**src/rtl/seg7_scan_display.sv**
```systemverilog
// Multiplexed NUM_DIGITS hex display driver. It double-buffers the shown value and
// swaps buffers only at a frame wrap, so a scan never shows two different values.
module seg7_scan_display #(
  parameter int NUM_DIGITS    = 4,
  parameter int REFRESH_DIV   = 1000,
  parameter int ACTIVE_LOW_AN = 1
) (
  input  logic                      clk,
  input  logic                      reset,
  input  logic                      enable,
  input  logic                      load,
  input  logic [4*NUM_DIGITS-1:0]   value,
  input  logic [NUM_DIGITS-1:0]     dp_in,
  input  logic                      blank_lz,
  output logic [6:0]                seg,
  output logic                      dp_n,
  output logic [NUM_DIGITS-1:0]     an,
  output logic                      frame_done
);

  localparam int IW = (NUM_DIGITS > 1) ? $clog2(NUM_DIGITS) : 1;
  localparam int CW = (REFRESH_DIV > 1) ? $clog2(REFRESH_DIV) : 1;
  localparam logic [CW-1:0] COUNT_MAX = CW'(REFRESH_DIV - 1);
  localparam logic [IW-1:0] IDX_MAX   = IW'(NUM_DIGITS - 1);
  localparam logic [NUM_DIGITS-1:0] AN_OFF = (ACTIVE_LOW_AN != 0) ? {NUM_DIGITS{1'b1}} : '0;
  localparam logic [6:0] SEG_OFF = 7'b1111111;

  logic [CW-1:0]           r_count;
  logic [IW-1:0]           r_idx;
  logic [4*NUM_DIGITS-1:0] r_pend_val;
  logic [NUM_DIGITS-1:0]   r_pend_dp;
  logic                    r_pend_flag;
  logic [4*NUM_DIGITS-1:0] r_disp_val;
  logic [NUM_DIGITS-1:0]   r_disp_dp;
  logic [6:0]              r_seg;
  logic                    r_dp_n;
  logic [NUM_DIGITS-1:0]   r_an;
  logic                    r_frame_done;

  logic                    w_tick;
  logic                    w_wrap;
  logic [3:0]              w_nib;
  logic                    w_dp;
  logic [NUM_DIGITS-1:0]   w_onehot;
  logic [NUM_DIGITS-1:0]   w_blank;
  logic                    w_run;
  logic                    w_blank_cur;

  function automatic logic [6:0] hex_to_seg(input logic [3:0] n);
    logic [6:0] s;
    case (n)
      4'h0: s = 7'b0000001;
      4'h1: s = 7'b1001111;
      4'h2: s = 7'b0010010;
      4'h3: s = 7'b0000110;
      4'h4: s = 7'b1001100;
      4'h5: s = 7'b0100100;
      4'h6: s = 7'b0100000;
      4'h7: s = 7'b0001111;
      4'h8: s = 7'b0000000;
      4'h9: s = 7'b0000100;
      4'hA: s = 7'b0001000;
      4'hB: s = 7'b1100000;
      4'hC: s = 7'b0110001;
      4'hD: s = 7'b1000010;
      4'hE: s = 7'b0110000;
      default: s = 7'b0111000;
    endcase
    return s;
  endfunction

  assign w_tick = enable && (r_count == COUNT_MAX);
  assign w_wrap = w_tick && (r_idx == IDX_MAX);

  always_comb begin
    w_nib    = 4'h0;
    w_dp     = 1'b0;
    w_onehot = '0;
    for (int i = 0; i < NUM_DIGITS; i++) begin
      if (r_idx == IW'(i)) begin
        w_nib       = r_disp_val[4*i +: 4];
        w_dp        = r_disp_dp[i];
        w_onehot[i] = 1'b1;
      end
    end
  end

  // A digit is blankable when it and all digits above it are zero; digit 0 never is.
  always_comb begin
    w_blank = '0;
    w_run   = 1'b1;
    for (int i = NUM_DIGITS - 1; i >= 1; i--) begin
      w_run      = w_run & (r_disp_val[4*i +: 4] == 4'h0);
      w_blank[i] = w_run;
    end
  end

  assign w_blank_cur = blank_lz & (|(w_blank & w_onehot));

  always_ff @(posedge clk) begin
    if (reset) begin
      r_count <= '0;
      r_idx   <= '0;
    end else if (enable) begin
      if (w_tick) begin
        r_count <= '0;
        r_idx   <= w_wrap ? '0 : r_idx + IW'(1);
      end else begin
        r_count <= r_count + CW'(1);
      end
    end
  end

  // frame_done is registered like the display outputs: it is high in the cycle
  // following the wrap edge that swapped the buffer.
  always_ff @(posedge clk) begin
    if (reset) begin
      r_pend_val   <= '0;
      r_pend_dp    <= '0;
      r_pend_flag  <= 1'b0;
      r_disp_val   <= '0;
      r_disp_dp    <= '0;
      r_frame_done <= 1'b0;
    end else begin
      r_frame_done <= 1'b0;
      if (w_wrap && load) begin
        r_disp_val   <= value;
        r_disp_dp    <= dp_in;
        r_pend_flag  <= 1'b0;
        r_frame_done <= 1'b1;
      end else if (w_wrap && r_pend_flag) begin
        r_disp_val   <= r_pend_val;
        r_disp_dp    <= r_pend_dp;
        r_pend_flag  <= 1'b0;
        r_frame_done <= 1'b1;
      end else if (load) begin
        r_pend_val  <= value;
        r_pend_dp   <= dp_in;
        r_pend_flag <= 1'b1;
      end
    end
  end

  always_ff @(posedge clk) begin
    if (reset || !enable) begin
      r_seg  <= SEG_OFF;
      r_dp_n <= 1'b1;
      r_an   <= AN_OFF;
    end else begin
      r_seg  <= w_blank_cur ? SEG_OFF : hex_to_seg(w_nib);
      r_dp_n <= ~w_dp;
      r_an   <= AN_OFF ^ w_onehot;
    end
  end

  assign seg        = r_seg;
  assign dp_n       = r_dp_n;
  assign an         = r_an;
  assign frame_done = r_frame_done;

endmodule

```
**config.mk**
```make
export PLATFORM = sky130hd
export DESIGN_NAME = seg7_scan_display
export DESIGN_NICKNAME = d
export VERILOG_FILES = /design/src/rtl/seg7_scan_display.sv
export SDC_FILE = /design/constraint.sdc
export NUM_CORES = 1
export LEC_CHECK = 0
export CAP_MARGIN = 15
export CORE_UTILIZATION = 25
export CTS_CLUSTER_SIZE = 30
export DETAILED_ROUTE_END_ITERATION = 8
export SLEW_MARGIN = 10
export SYNTH_ARGS = -nofsm -noshare
export SYNTH_HDL_FRONTEND = slang
export SYNTH_SLANG_ARGS = --single-unit
```
**constraint.sdc**
```tcl
create_clock -name clk -period 2 [get_ports clk]
set_clock_uncertainty 0.05 [all_clocks]
set_input_delay 0.4 -clock clk [delete_from_list [all_inputs] [get_ports clk]]
set_output_delay 0.4 -clock clk [all_outputs]
set_load 0.01 [all_outputs]
```
==> summary.txt <==
Setup path
  – Depth of the critical timing path with buffers and inverters included: 10
  – Critical register-to-register path startpoint: r_idx[1]$_SDFFE_PP0P_
  – Category of the worst setup path capture point: flop
  – Critical-path maximum fanout: 7
  – Worst Setup SP: r_idx[1]$_SDFFE_PP0P_
  – Number of buffer and inverter stages on the critical path: 3
  – Critical Path Start Type: flop
  – Crit Reg-Reg Endpoint: seg[5]$_SDFF_PP1_
  – Critical-path cell with the highest stage delay: sky130_fd_sc_hd__dfxtp_4
  – Cell class contributing the biggest share of worst-path delay: compound AO/OA/AOI/OAI gates
  – Cells traversed along the worst timing path: buf_4, ha_4, a21oi_2, a21oi_1, a31oi_1, buf_4, inv_2, ha_1, o21ai_1, o221ai_1
  – Critical path type: flop to flop
  – Data arrival time at the worst-slack endpoint: 2.15 ns
  – Most used cell along the critical path: sky130_fd_sc_hd__buf_4
  – Flop-to-flop setup slack: 0.004 ns
  – Worst setup path end: seg[5]$_SDFF_PP1_
  – Critical Path RT: 2.15 ns
  – Largest stage delay, worst path: 0.36 ns
  – Path depth of the worst reg2reg path: 10

Logic synthesis
  – Number of register bits inferred by synthesis: 66
  – Average cell area after synthesis: 8.356 µm²
  – Portion of the post-synthesis area used by sequential elements: 43.08%
  – Number of different library cells in the post-synthesis netlist: 43
  – Post-synth top flop: sky130_fd_sc_hd__dfxtp_1
  – EDFF count, synth: 0
  – Warning count from the yosys run: 0
  – Synthesized net count: 403
  – Post-synth ARST share: 0%
  – Netlist area before placement: 3067 µm²
  – Number of instances in the synthesized netlist: 367

CTS
  – Worst skew pair latency: 0.34 ns
  – Max Buffers Root-to-Sink: 2
  – Hold buffer count at cts: 0
  – TritonCTS clock tree: built
  – Root buffer selected by CTS: sky130_fd_sc_hd__clkbuf_16
  – Clock input transition at the sequential cells of the worst setup and hold paths: 0.06 ns
  – Number of CTS-inserted buffers: 9
  – Clock sinks: 66
  – Number of H-tree levels: 3

STA
  – Min Clock Period, post-route: 1.996 ns
  – Final max-slew violation count: 0
  – Relative max-transition margin: 71.62%
  – Actual slew at the worst max-slew pin: 0.4257 ns
  – Unrepaired setup endpoints after global routing: yes
  – Fmax: 0.5009 GHz
  – Ratio of final minimum period to clock period: 99.82%
  – Number of setup violations in the final report: 0
  – Number of failing hold endpoints at the final stage: 0

Drt
  – Routed len/inst: 13.04 µm
  – First-pass DRT Iterations: 4
  – Via density per instance: 4.591
  – Post-route DRC: 0
  – DRC marker count from the first detailed-route iteration: 116
  – Routed vias: 2,663
  – Number of nets with antenna violations after detailed routing: 0
  – Drt total wl: 7564 µm

Finish
  – Count of nets after finishing: 464
  – Layout overhead on the synthesized area: 38.07%
  – Final antenna diode count: 0
  – Post-route design area: 4234 µm²
  – Proportion of layout cells with a drive suffix above 1: 19.63%
  – Post-layout instance count excluding filler cells: 580

Floorplan
  – X dimension of the die: 112.8 µm
  – Die boundary height: 112.8 µm
  – Core area: 11,960 µm²
  – Std cell rows: 40
  – Die outline area: 12,710 µm²
  – Effective utilization at floorplan: 25.64%
  – Number of I/O pins: 38

Place
  – Placed wire-length estimate after detailed placement: 5355 µm
  – Routability-driven placement congestion ratio: 0.8559
  – Number of port buffers: 37
  – Number of placed cells counting well taps: 557
  – Total cell area at the placement stage: 3761 µm²

GRT
  – GRT Residual Overflow: 0
  – Via count of the first global-routing pass: 2,572
  – Global-route wire length before repair: 12,340 µm
  – Initial antenna violation count: 0
  – Maximum number of pins on one net before global-route repair: 22
  – Overall routing resource usage: 12.48%

Pwr
  – Pwr Density: 715.1 nW/µm²
  – Leakage power: 1.537 nW
  – Highest ir drop seen on vdd: 0.0002816 V

Flow run
  – Maximum Capacitance Violations: 0

Hold path
  – Class of the most critical hold timing path: flop to flop

Status
  – Run status: completed
==> per-stage QoR <==
| stage | total power [W] | TNS (ns) | utilization [%] | setup slack (ns) | hold WS, ns |
|---|---|---|---|---|---|
| after floorplan | 0.001490 | -0.1006 | - | -0.05567 | 0.3749 |
| after global placement | 0.001596 | -2.294 | 31.44 | -0.06527 | 0.3919 |
| after CTS | 0.003071 | 0 | 34.39 | 0.0006317 | 0.4069 |
| after detailed placement | 0.001602 | -3.530 | 31.44 | -0.1037 | 0.3981 |
| after global routing | 0.003158 | -0.3205 | 35.40 | -0.06404 | 0.4310 |
| final | 0.003028 | 0 | 35.40 | 0.003630 | 0.4076 |
==> cell type report <==
class | count | area, µm²
multi-input combinational | 269 | 1717
inverter | 9 | 36.28
clock buffer | 9 | 225.2
fill | 1229 | 7727
tap | 147 | 183.9
sequential | 66 | 1329
clock inverter | 7 | 53.80
timing repair buffer | 73 | 689.4
==> flip-flops by register name, indices dropped and copies added (netlist names) <==
signal       flops
frame_done       1
an               4
r_pend_val      16
r_disp_dp        4
r_disp_val      16
r_pend_dp        4
r_pend_flag      1
r_idx            2
seg              7
dp_n             1
r_count         10
==> cell usage in the layout, fill, tap and decap left out, types with 3 or more instances in the layout <==
cell type,n
sky130_fd_sc_hd__a21oi_1,27
sky130_fd_sc_hd__a21oi_2,4
sky130_fd_sc_hd__a31oi_1,3
sky130_fd_sc_hd__and3_1,4
sky130_fd_sc_hd__and4_1,3
sky130_fd_sc_hd__buf_12,3
sky130_fd_sc_hd__buf_4,30
sky130_fd_sc_hd__buf_6,3
sky130_fd_sc_hd__clkbuf_16,9
sky130_fd_sc_hd__clkdlybuf4s50_1,37
sky130_fd_sc_hd__clkinvlp_4,3
sky130_fd_sc_hd__dfxtp_1,64
sky130_fd_sc_hd__ha_1,5
sky130_fd_sc_hd__ha_4,6
sky130_fd_sc_hd__inv_1,5
sky130_fd_sc_hd__inv_2,3
sky130_fd_sc_hd__mux2i_1,3
sky130_fd_sc_hd__nand2_1,82
sky130_fd_sc_hd__nand2b_1,3
sky130_fd_sc_hd__nand3b_1,5
sky130_fd_sc_hd__nand4_1,3
sky130_fd_sc_hd__nor2_1,30
sky130_fd_sc_hd__nor2b_1,24
sky130_fd_sc_hd__nor3_1,6
sky130_fd_sc_hd__nor4_1,3
sky130_fd_sc_hd__o221ai_2,3
sky130_fd_sc_hd__o31ai_1,20
sky130_fd_sc_hd__xnor2_1,4
sky130_fd_sc_hd__xor2_1,4
==> cell usage after synthesis, types with 4 or more instances <==
| cell | n | area [µm²] |
|---|---|---|
| sky130_fd_sc_hd__ha_1 | 11 | 137.6 |
| sky130_fd_sc_hd__inv_1 | 9 | 33.78 |
| sky130_fd_sc_hd__and3_1 | 4 | 25.02 |
| sky130_fd_sc_hd__a21oi_1 | 31 | 155.2 |
| sky130_fd_sc_hd__nand3b_1 | 5 | 37.54 |
| sky130_fd_sc_hd__nand2_1 | 84 | 315.3 |
| sky130_fd_sc_hd__o31ai_1 | 20 | 150.1 |
| sky130_fd_sc_hd__o221ai_1 | 5 | 43.79 |
| sky130_fd_sc_hd__xor2_1 | 4 | 35.03 |
| sky130_fd_sc_hd__nor2b_1 | 25 | 156.4 |
| sky130_fd_sc_hd__dfxtp_1 | 66 | 1321 |
| sky130_fd_sc_hd__nor3_1 | 6 | 30.03 |
| sky130_fd_sc_hd__nor2_1 | 30 | 112.6 |
| sky130_fd_sc_hd__buf_2 | 7 | 35.03 |
| sky130_fd_sc_hd__buf_6 | 4 | 45.04 |
| sky130_fd_sc_hd__clkbuf_1 | 10 | 37.54 |
| sky130_fd_sc_hd__xnor2_1 | 4 | 35.03 |
==> power breakdown <==
| group | switching [W] | total [W] | leakage, nW | internal (W) |
|---|---|---|---|---|
| Sequential | 0.0000171 | 0.00136 | 0.540 | 0.00135 |
| Combinational | 0.0000981 | 0.000207 | 0.868 | 0.000109 |
| Clock | 0.000612 | 0.00146 | 0.128 | 0.000845 |
==> per-layer routing <==
metal,vias up,track usage (%),part of all wire (%)
met5,-,0,0
met1,1223,15.86,46
met4,0,6.311,1.7
li1,1368,-,-
met3,10,3.482,5.1
met2,62,19.38,47
==> cell families (layout without fill, tap and decap cells) <==
group                    after synthesis  count (layout)  share of synthesized area, %
adder cells (fa/ha/maj)               11              11                         4.488
multiplexers                           3               3                        0.9792
AO/OA/AOI/OAI                         72              72                         16.16
AND/OR/NAND/NOR                      175             175                         27.58
buffers and inverters                 32              98                         5.426
flip-flops                            66              66                         43.08
XOR/XNOR                               8               8                         2.285
==> what timing repair did <==
action / CTS / global route
endpoints found under the hold margin: 0 / 0
pin swaps: 6 / 9
setup endpoints to repair: 6 / 12
gates cloned: 0 / 0
resized for setup: 13 / 19
buffers inserted: 2 / 5
==> how the worst min path moves through the flow <==
| stage | endpoint | cells past startpoint | from | slack [ns] |
|---|---|---|---|---|
| final | r_pend_val[4]$_SDFFE_PP0P_ | 2 | r_pend_val[4]$_SDFFE_PP0P_ | 0.41 |
| after global routing | r_pend_val[10]$_SDFFE_PP0P_ | 2 | r_pend_val[10]$_SDFFE_PP0P_ | 0.43 |
| after CTS | r_pend_val[4]$_SDFFE_PP0P_ | 2 | r_pend_val[4]$_SDFFE_PP0P_ | 0.41 |
| after detailed placement | r_pend_val[4]$_SDFFE_PP0P_ | 2 | r_pend_val[4]$_SDFFE_PP0P_ | 0.40 |
| after global placement | r_pend_val[7]$_SDFFE_PP0P_ | 2 | r_pend_val[7]$_SDFFE_PP0P_ | 0.39 |
| after floorplan | r_disp_dp[1]$_SDFFE_PP0P_ | 2 | r_disp_dp[1]$_SDFFE_PP0P_ | 0.37 |
==> worst reg2reg max path, delay by kind of cell (launching register included) <==
family | cells | cell delay [ns]
buf+inv | 3 | 0.39
fa+ha+maj | 2 | 0.47
flops | 1 | 0.36
compound gates | 5 | 0.59
Note: power is estimated with default switching activity, not from simulation.
